$ cat src/rtl/gate_pkg.sv
// Shared constants and state encoding for the barrier-arm gate actuator.
package gate_pkg;

  localparam int unsigned DEF_CNT_W          = 16;
  localparam logic [15:0] DEF_TRAVEL_TIMEOUT = 16'd5000;
  localparam logic [15:0] DEF_HOLD_TIME      = 16'd2000;

  localparam int unsigned STATE_W = 3;

  typedef enum logic [STATE_W-1:0] {
    CLOSED  = 3'd0,
    OPENING = 3'd1,
    OPEN    = 3'd2,
    CLOSING = 3'd3,
    FAULT   = 3'd4
  } state_t;

endpackage

$ cat src/rtl/gate_actuator.sv
// Barrier-arm motor controller: turns an open-request level into up/down drive,
// with limit switches, hold-open time, obstruction reversal and travel timeout.
module gate_actuator
  import gate_pkg::*;
#(
  parameter int unsigned      CNT_W          = DEF_CNT_W,
  parameter logic [CNT_W-1:0] TRAVEL_TIMEOUT = CNT_W'(DEF_TRAVEL_TIMEOUT),
  parameter logic [CNT_W-1:0] HOLD_TIME      = CNT_W'(DEF_HOLD_TIME)
) (
  input  logic clock,
  input  logic reset,
  input  logic open_req,
  input  logic limit_open,
  input  logic limit_closed,
  input  logic obstruction,
  input  logic fault_clear,
  output logic motor_up,
  output logic motor_down,
  output logic gate_is_open,
  output logic fault
);

  // Last timer values before a timeout / hold expiry fires.
  localparam logic [CNT_W-1:0] TRAVEL_LAST = TRAVEL_TIMEOUT - CNT_W'(1);
  localparam logic [CNT_W-1:0] HOLD_LAST   = HOLD_TIME - CNT_W'(1);

  state_t           state;
  state_t           state_next;
  logic [CNT_W-1:0] timer;
  logic [CNT_W-1:0] timer_next;
  logic             both_limits;
  logic             hold_req;

  assign both_limits = limit_open && limit_closed;
  assign hold_req    = open_req || obstruction;

  // Next-state selection; sensor conflict wins in every non-fault state.
  always_comb begin
    state_next = state;
    unique case (state)
      CLOSED: begin
        if (both_limits)        state_next = FAULT;
        else if (open_req)      state_next = OPENING;
        else if (!limit_closed) state_next = CLOSING;
      end
      OPENING: begin
        if (both_limits)                state_next = FAULT;
        else if (limit_open)            state_next = OPEN;
        else if (timer == TRAVEL_LAST)  state_next = FAULT;
      end
      OPEN: begin
        if (both_limits)                         state_next = FAULT;
        else if (!hold_req && timer == HOLD_LAST) state_next = CLOSING;
      end
      CLOSING: begin
        if (both_limits)               state_next = FAULT;
        else if (hold_req)             state_next = OPENING;
        else if (limit_closed)         state_next = CLOSED;
        else if (timer == TRAVEL_LAST) state_next = FAULT;
      end
      FAULT: begin
        if (fault_clear && !both_limits) state_next = CLOSING;
      end
      default: state_next = CLOSED;
    endcase
  end

  // Shared timer: clears on state change, held at zero while the open hold is requested.
  always_comb begin
    timer_next = timer;
    if (state_next != state) begin
      timer_next = '0;
    end else if (state == OPEN && hold_req) begin
      timer_next = '0;
    end else if (timer != '1) begin
      timer_next = timer + CNT_W'(1);
    end
  end

  // State and timer registers.
  always_ff @(posedge clock or posedge reset) begin
    if (reset) begin
      state <= CLOSED;
      timer <= '0;
    end else begin
      state <= state_next;
      timer <= timer_next;
    end
  end

  // Outputs registered from the next state so they always mirror the state register.
  always_ff @(posedge clock or posedge reset) begin
    if (reset) begin
      motor_up     <= 1'b0;
      motor_down   <= 1'b0;
      gate_is_open <= 1'b0;
      fault        <= 1'b0;
    end else begin
      motor_up     <= (state_next == OPENING);
      motor_down   <= (state_next == CLOSING);
      gate_is_open <= (state_next == OPEN);
      fault        <= (state_next == FAULT);
    end
  end

endmodule

$ cat config.mk
export PLATFORM = sky130hd
export DESIGN_NAME = gate_actuator
export DESIGN_NICKNAME = d
export VERILOG_FILES = /design/src/rtl/gate_pkg.sv /design/src/rtl/gate_actuator.sv
export SDC_FILE = /design/constraint.sdc
export NUM_CORES = 1
export LEC_CHECK = 0
export CORE_ASPECT_RATIO = 1.1
export CORE_UTILIZATION = 52
export CTS_CLUSTER_SIZE = 16
export DETAILED_ROUTE_END_ITERATION = 8
export GPL_TIMING_DRIVEN = 0
export PLACE_DENSITY = 0.75
export SYNTH_ARGS = -nofsm -noshare
export SYNTH_HDL_FRONTEND = slang
export SYNTH_SLANG_ARGS = --single-unit
$ cat constraint.sdc
create_clock -name clock -period 1.9 [get_ports clock]
set_input_delay 0.19 -clock clock [delete_from_list [all_inputs] [get_ports clock]]
set_output_delay 0.19 -clock clock [all_outputs]
set_load 0.005 [all_outputs]
==> results of run 1 <==
[flip-flops by register name (all words and copies together) (netlist names)]
name          cells
fault             1
gate_is_open      1
motor_down        1
motor_up          1
state             3
timer            16
[placed cells by master (no fill, tap or decap), types with 3 or more instances in the layout]
master | Yosys | final
nor2_1 | 7 | 6
nand3_1 | 11 | 10
buf_4 | 1 | 8
a211oi_1 | 15 | 10
dfrtp_1 | 23 | 22
a21oi_1 | 3 | 3
a211oi_2 | 0 | 5
a2111oi_1 | 0 | 4
xnor2_1 | 10 | 10
nor2b_1 | 4 | 3
o21ai_0 | 5 | 5
buf_6 | 2 | 5
clkbuf_4 | 0 | 3
clkdlybuf4s50_1 | 0 | 10
nand2_1 | 10 | 9
inv_1 | 6 | 5
[stage by stage]
step	area, um2	setup slack [ns]	instances	hold WS (ns)
finish	1870	-0.178	205	0.350
global route	1870	-0.212	205	0.444
CTS	1770	-0.165	201	0.383
detailed placement	1650	-0.520	190	0.571
global placement	1650	-0.417	190	0.563
floorplan	1510	-0.0256	149	0.192
[logic make-up after synthesis]
group | share of synthesized area [%]
AOI/OAI and AO/OA | 24.5
xor gates and xnor gates | 7.17
and+or+nand+nor | 23.4
adders and majority gates | 0.853
buffers and inverters | 4.86
DFF | 39.2
[layer usage]
| metal | part of all wire [%] | GRT usage, % |
|---|---|---|
| met1 | 40 | 34.8 |
| met2 | 52 | 46.8 |
| met3 | 5.2 | 3.15 |
| met4 | 1.9 | 7.89 |
| met5 | 0 | 0 |
[cell type report]
class,instances,area share (%)
Tap cell,31,2.08
Clock buffer,4,1.41
Buffer,7,3.35
Multi-Input combinational cell,113,49.9
Timing Repair Buffer,21,11.1
Inverter,6,1.21
Sequential cell,23,30.9
[critical path, stage by stage, from the launching register on]
cell	delay, ns
dfrtp_1	0.43
or4b_4	0.54
and4bb_4	0.37
a2bb2oi_4	0.19
o2bb2ai_4	0.20
buf_6	0.17
a221oi_1	0.05
[synth_stat cells (all sizes together) (2+ instances only)]
cell / instances
o21ai: 5
nor3: 2
and4: 2
nor2: 7
nand3: 11
a2111oi: 5
nand4: 2
and2: 2
a221oi: 2
o22ai: 2
nor3b: 2
a21oi: 3
inv: 6
dfrtp: 23
nor4b: 3
or4: 2
a22o: 2
xor2: 2
nand2: 10
a211oi: 15
nand3b: 2
o2bb2ai: 2
buf: 6
nor2b: 4
xnor2: 10
[what timing repair did]
item                                    CTS  global route
hold buffers                              0             0
gates cloned                              1             1
endpoints found under the hold margin     0             0
pin swaps                                 7             4
gates resized for setup                  12            12
endpoints found under the setup margin   20            21
buffers inserted                          6             3
[where the power goes]
part           internal, mW  switching [mW]
logic                 0.480           0.566
clock network        0.0823           0.152
registers             0.558          0.0432
total                  1.12           0.761
[path summary, 6_finish.rpt]
| check | start | to | slack, ns | cells past startpoint |
|---|---|---|---|---|
| min reg2reg | timer[1]$_DFFE_PP0P_ | timer[1]$_DFFE_PP0P_ | 0.63 | 2 |
| min in group clock | timer[1]$_DFFE_PP0P_ | timer[1]$_DFFE_PP0P_ | 0.63 | 2 |
| max in group asynchronous | reset | timer[7]$_DFFE_PP0P_ | 0.96 | 2 |
| max | timer[4]$_DFFE_PP0P_ | timer[1]$_DFFE_PP0P_ | -0.18 | 6 |
| min | reset | timer[15]$_DFFE_PP0P_ | 0.35 | 2 |
| max reg2reg | timer[4]$_DFFE_PP0P_ | timer[1]$_DFFE_PP0P_ | -0.18 | 6 |
==> reports/results.ini, run 1 <==
[cells_and_area]
layout.nets=183
area_delta_synth_final_pct=27.3
drive_gt1_share_pct=24.1
nFillCells=184
fin_util_pct=72.0
multi_input_area_um2=932
antenna_cells=0
regArea_um2=577

[sta]
finalCriticalPeriod_ns=2.08
worst_pin_slew_ns=0.887
tns_ns=-2.58
hold_viol_final=0
fin_skew_ns=0.00805
worst_slack_ns=-0.178
setup_viol=20
slew_headroom_pct=40.8
slew_violations=0
fmax_ghz=0.481
finalCritPeriodShare_pct=109
rsz0062_at_grt=true

[yosys]
synth_seq_cells=23
synthFlopType=dfrtp_1
yosysWarnings=0
synth-edff-count=0
synthesis.area_per_instance_um2=9.84
synth_area_leader_cell=dfrtp_1
yosysSeqAreaShare_pct=39.2
synthesis.nets=157
ys_types=48
synth_area_leaders=dfrtp_1, a211oi_1, xnor2_1, nand3_1, a2111oi_0
synthesis.area_mm2=0.00147
synthArstFlopShare_pct=100
yosysTopAreaCellShare_pct=39.2
syn_inst=149

[floorplan]
num_rows=19
die_area_mm2=0.00304
die_h_um=57.7
die_w_um=52.6
initial_utilization_pct=56.6
io_pins=11
core-area_mm2=0.00259

[clocking]
cts.sinks=23
path_clk_slew_ns=0.13
root_buffer=clkbuf_4
cts_max_level=1
cts_buffer_depth=2
cts-buffers-inserted=3
clock_latency_ns=0.32
cts_tree=built

[flow_run]
max_cap_viol_count=0

[drt]
firstDrtPassIters=4
routed_via_density=6.59
ant_nets=0
drcViolationCount=0
wl_per_cell_um=18.8
drtIter0Drc=53
vias=1351
drt_wl_total_mm=3.86

[setup_path]
required_ns=2.10
crit_path_end_kind=flip-flop
crit_path_max_fanout=6
cp-start-kind=flip-flop
worstPathArrival_ns=2.28
crit_type=reg -> reg

[global_route]
grt_pass1_vias=1272
gr-usage-all-layers_pct=27.0
antenna_found_initial=0
grt_pass1_wl_mm=6.06
grt_max_degree=24
grt-ovfl-total=0

[power_and_ir_drop]
peakVddDrop_uv=886
power.leakage_nw=0.688
p_total_mw=1.88
powerDensity_mw_per_mm2=1010

[placed_design]
place_congestion=0.882
portBuffers=10
hpwl_mm=2.50

[hold_path]
hold_class=in -> async

[outcome]
status=finished with violations
violations=negative setup slack

Power figures use the tool's default switching activity.
==> run 2, diff against run 1 <==
Settings changed: CORE_UTILIZATION 52 to 54, CTS_BUF_LIST set to sky130_fd_sc_hd__clkbuf_4, PLACE_DENSITY 0.75 to 0.77.
==> run 2 against run 1 <==
Effect of this change: the run still ends with negative setup slack left; sequential cell count did not move; count of clock-buffer cells in the layout did not move; first-iteration DRC count fell by 1.9%; final cell count rose by 2.0%; clock power rose by 3%; core utilization rose by 1.9 points; global-route usage rose by 0.51 points; largest cell class unchanged; highest routed layer unchanged.
==> reports/results.ini, run 2 (same netlist as run 1, synthesis figures left out) <==
[outcome]
status=finished with violations
violations=negative setup slack

[drt]
ant_nets=0
wl_per_cell_um=18.2
drtIter0Drc=52
met3_length_um=152
highest_layer=met4
wl_met1_mm=1.62
drcViolationCount=0
firstDrtPassIters=4
drt_wl_total_mm=3.81
vias=1343
routed_via_density=6.43
wl_met2_mm=1.98

[cells_and_area]
regMostFlops=timer
drive_gt1_share_pct=25.8
largest_register_ffs=16
final_area_mm2=0.00188
antenna_cells=0
layout.cells.most_common_list=dfrtp_1, a211oi_1, buf_4
area_delta_synth_final_pct=28.2
reg_top3=timer: 16 flops, state: 3 flops
layout_commonest_cell=dfrtp_1
layout.nets=187
fin_cells=209

[placed_design]
portBuffers=10
hpwl_mm=2.43
place_congestion=0.949
postPlaceCellArea_mm2=0.00165
dp_cells=190

[floorplan]
num_rows=19
die_h_um=56.7
die_w_um=51.7
die_area_mm2=0.00293
initial_utilization_pct=57.6
io_pins=11
core-area_mm2=0.00254

[setup_path]
r2r.worst_path.cells=6
crit_type=reg -> reg
crit_path_max_fanout=5
cp-start-kind=flip-flop
crit_path_end_kind=flip-flop
timing.rr.end=timer[7]$_DFFE_PP0P_
timing.rr.start=timer[11]$_DFFE_PP0P_
required_ns=2.10
regToRegSetupSlack_ns=-0.14
worstPathArrival_ns=2.24

[sta]
worst_slack_ns=-0.135
fmax_ghz=0.491
fin_skew_ns=0.00230
finalCritPeriodShare_pct=107
slew_violations=0
finalCriticalPeriod_ns=2.04
slew_headroom_pct=41.3
rsz0062_at_grt=true
setup_viol=17
hold_slack_ns=0.349
worst_pin_slew_ns=0.880
hold_viol_final=0

[power_and_ir_drop]
peakVddDrop_uv=972
power.leakage_nw=0.715
p_total_mw=1.87
powerDensity_mw_per_mm2=996

[global_route]
grt-ovfl-total=0
grt_pass1_vias=1322
grt_max_degree=24
grt_pass1_wl_mm=6.08
gr-usage-all-layers_pct=27.5
antenna_found_initial=0

[clocking]
path_clk_slew_ns=0.12
cts_tree=built
cts_hold_buf=0
root_buffer=clkbuf_4
clock_latency_ns=0.31
cts_buffer_depth=2
cts-buffers-inserted=3
cts.sinks=23
cts_max_level=1

[flow_run]
max_cap_viol_count=0

[hold_path]
hold_class=in -> async

## run 2: stage by stage
step	worst slack (ns)	setup TNS [ns]	utilization, %
after detailed placement	-0.558	-7.87	65.0
after global routing	-0.179	-2.81	73.9
after floorplan	-0.0256	-0.168	-
final	-0.135	-1.91	73.9
after global placement	-0.429	-5.71	65.0
after CTS	-0.146	-2.17	69.8
## run 2: how the worst max path moves through the flow
stage                                      from                     to  slack (ns)  depth (start not counted)
after floorplan            timer[4]$_DFFE_PP0P_  timer[13]$_DFFE_PP0P_       -0.03                          6
after global placement               limit_open   timer[1]$_DFFE_PP0P_       -0.43                          6
after detailed placement             limit_open   timer[1]$_DFFE_PP0P_       -0.56                          6
after CTS                 timer[11]$_DFFE_PP0P_   timer[7]$_DFFE_PP0P_       -0.15                          6
after global routing         state[0]$_DFF_PP0_  timer[15]$_DFFE_PP0P_       -0.18                          7
final                     timer[11]$_DFFE_PP0P_   timer[7]$_DFFE_PP0P_       -0.14                          6
## run 2: final cells by class
class / count / area [um2]
sequential: 23 / 578
timing repair buffer: 25 / 216
multi-input combinational: 113 / 936
clock buffer: 4 / 30.0
buffer: 7 / 58.8
tap: 31 / 38.8
inverter: 6 / 22.5
fill: 186 / 663
## run 2: layer usage
metal  vias up  track usage, %
li1        636               -
met1       652            34.9
met2        49            45.5
met3         6            4.34
met4         0            11.6
met5         -               0
## run 2: what timing repair did
item / 4_1_cts / 5_1_grt
setup endpoints to repair: 20 / 21
setup buffers: 8 / 6
gates cloned: 1 / 0
resized for setup: 8 / 17
pin swaps: 3 / 3
## run 2: power breakdown
group,internal [mW],switching [mW]
logic,0.484,0.550
registers,0.557,0.0424
clock network,0.0961,0.144
## run 2: critical path, stage by stage (launching register included)
cell       delay, ns
dfrtp_1         0.41
or4b_4          0.54
and4bb_4        0.38
a2bb2oi_4       0.20
o2bb2ai_4       0.18
buf_6           0.16
a211oi_1        0.05
==> run 3, diff against run 2 <==
Settings changed: SLEW_MARGIN set to 15.
==> results of run 3 <==
The final DEF is identical to that of run 2; final timing and power are the same.
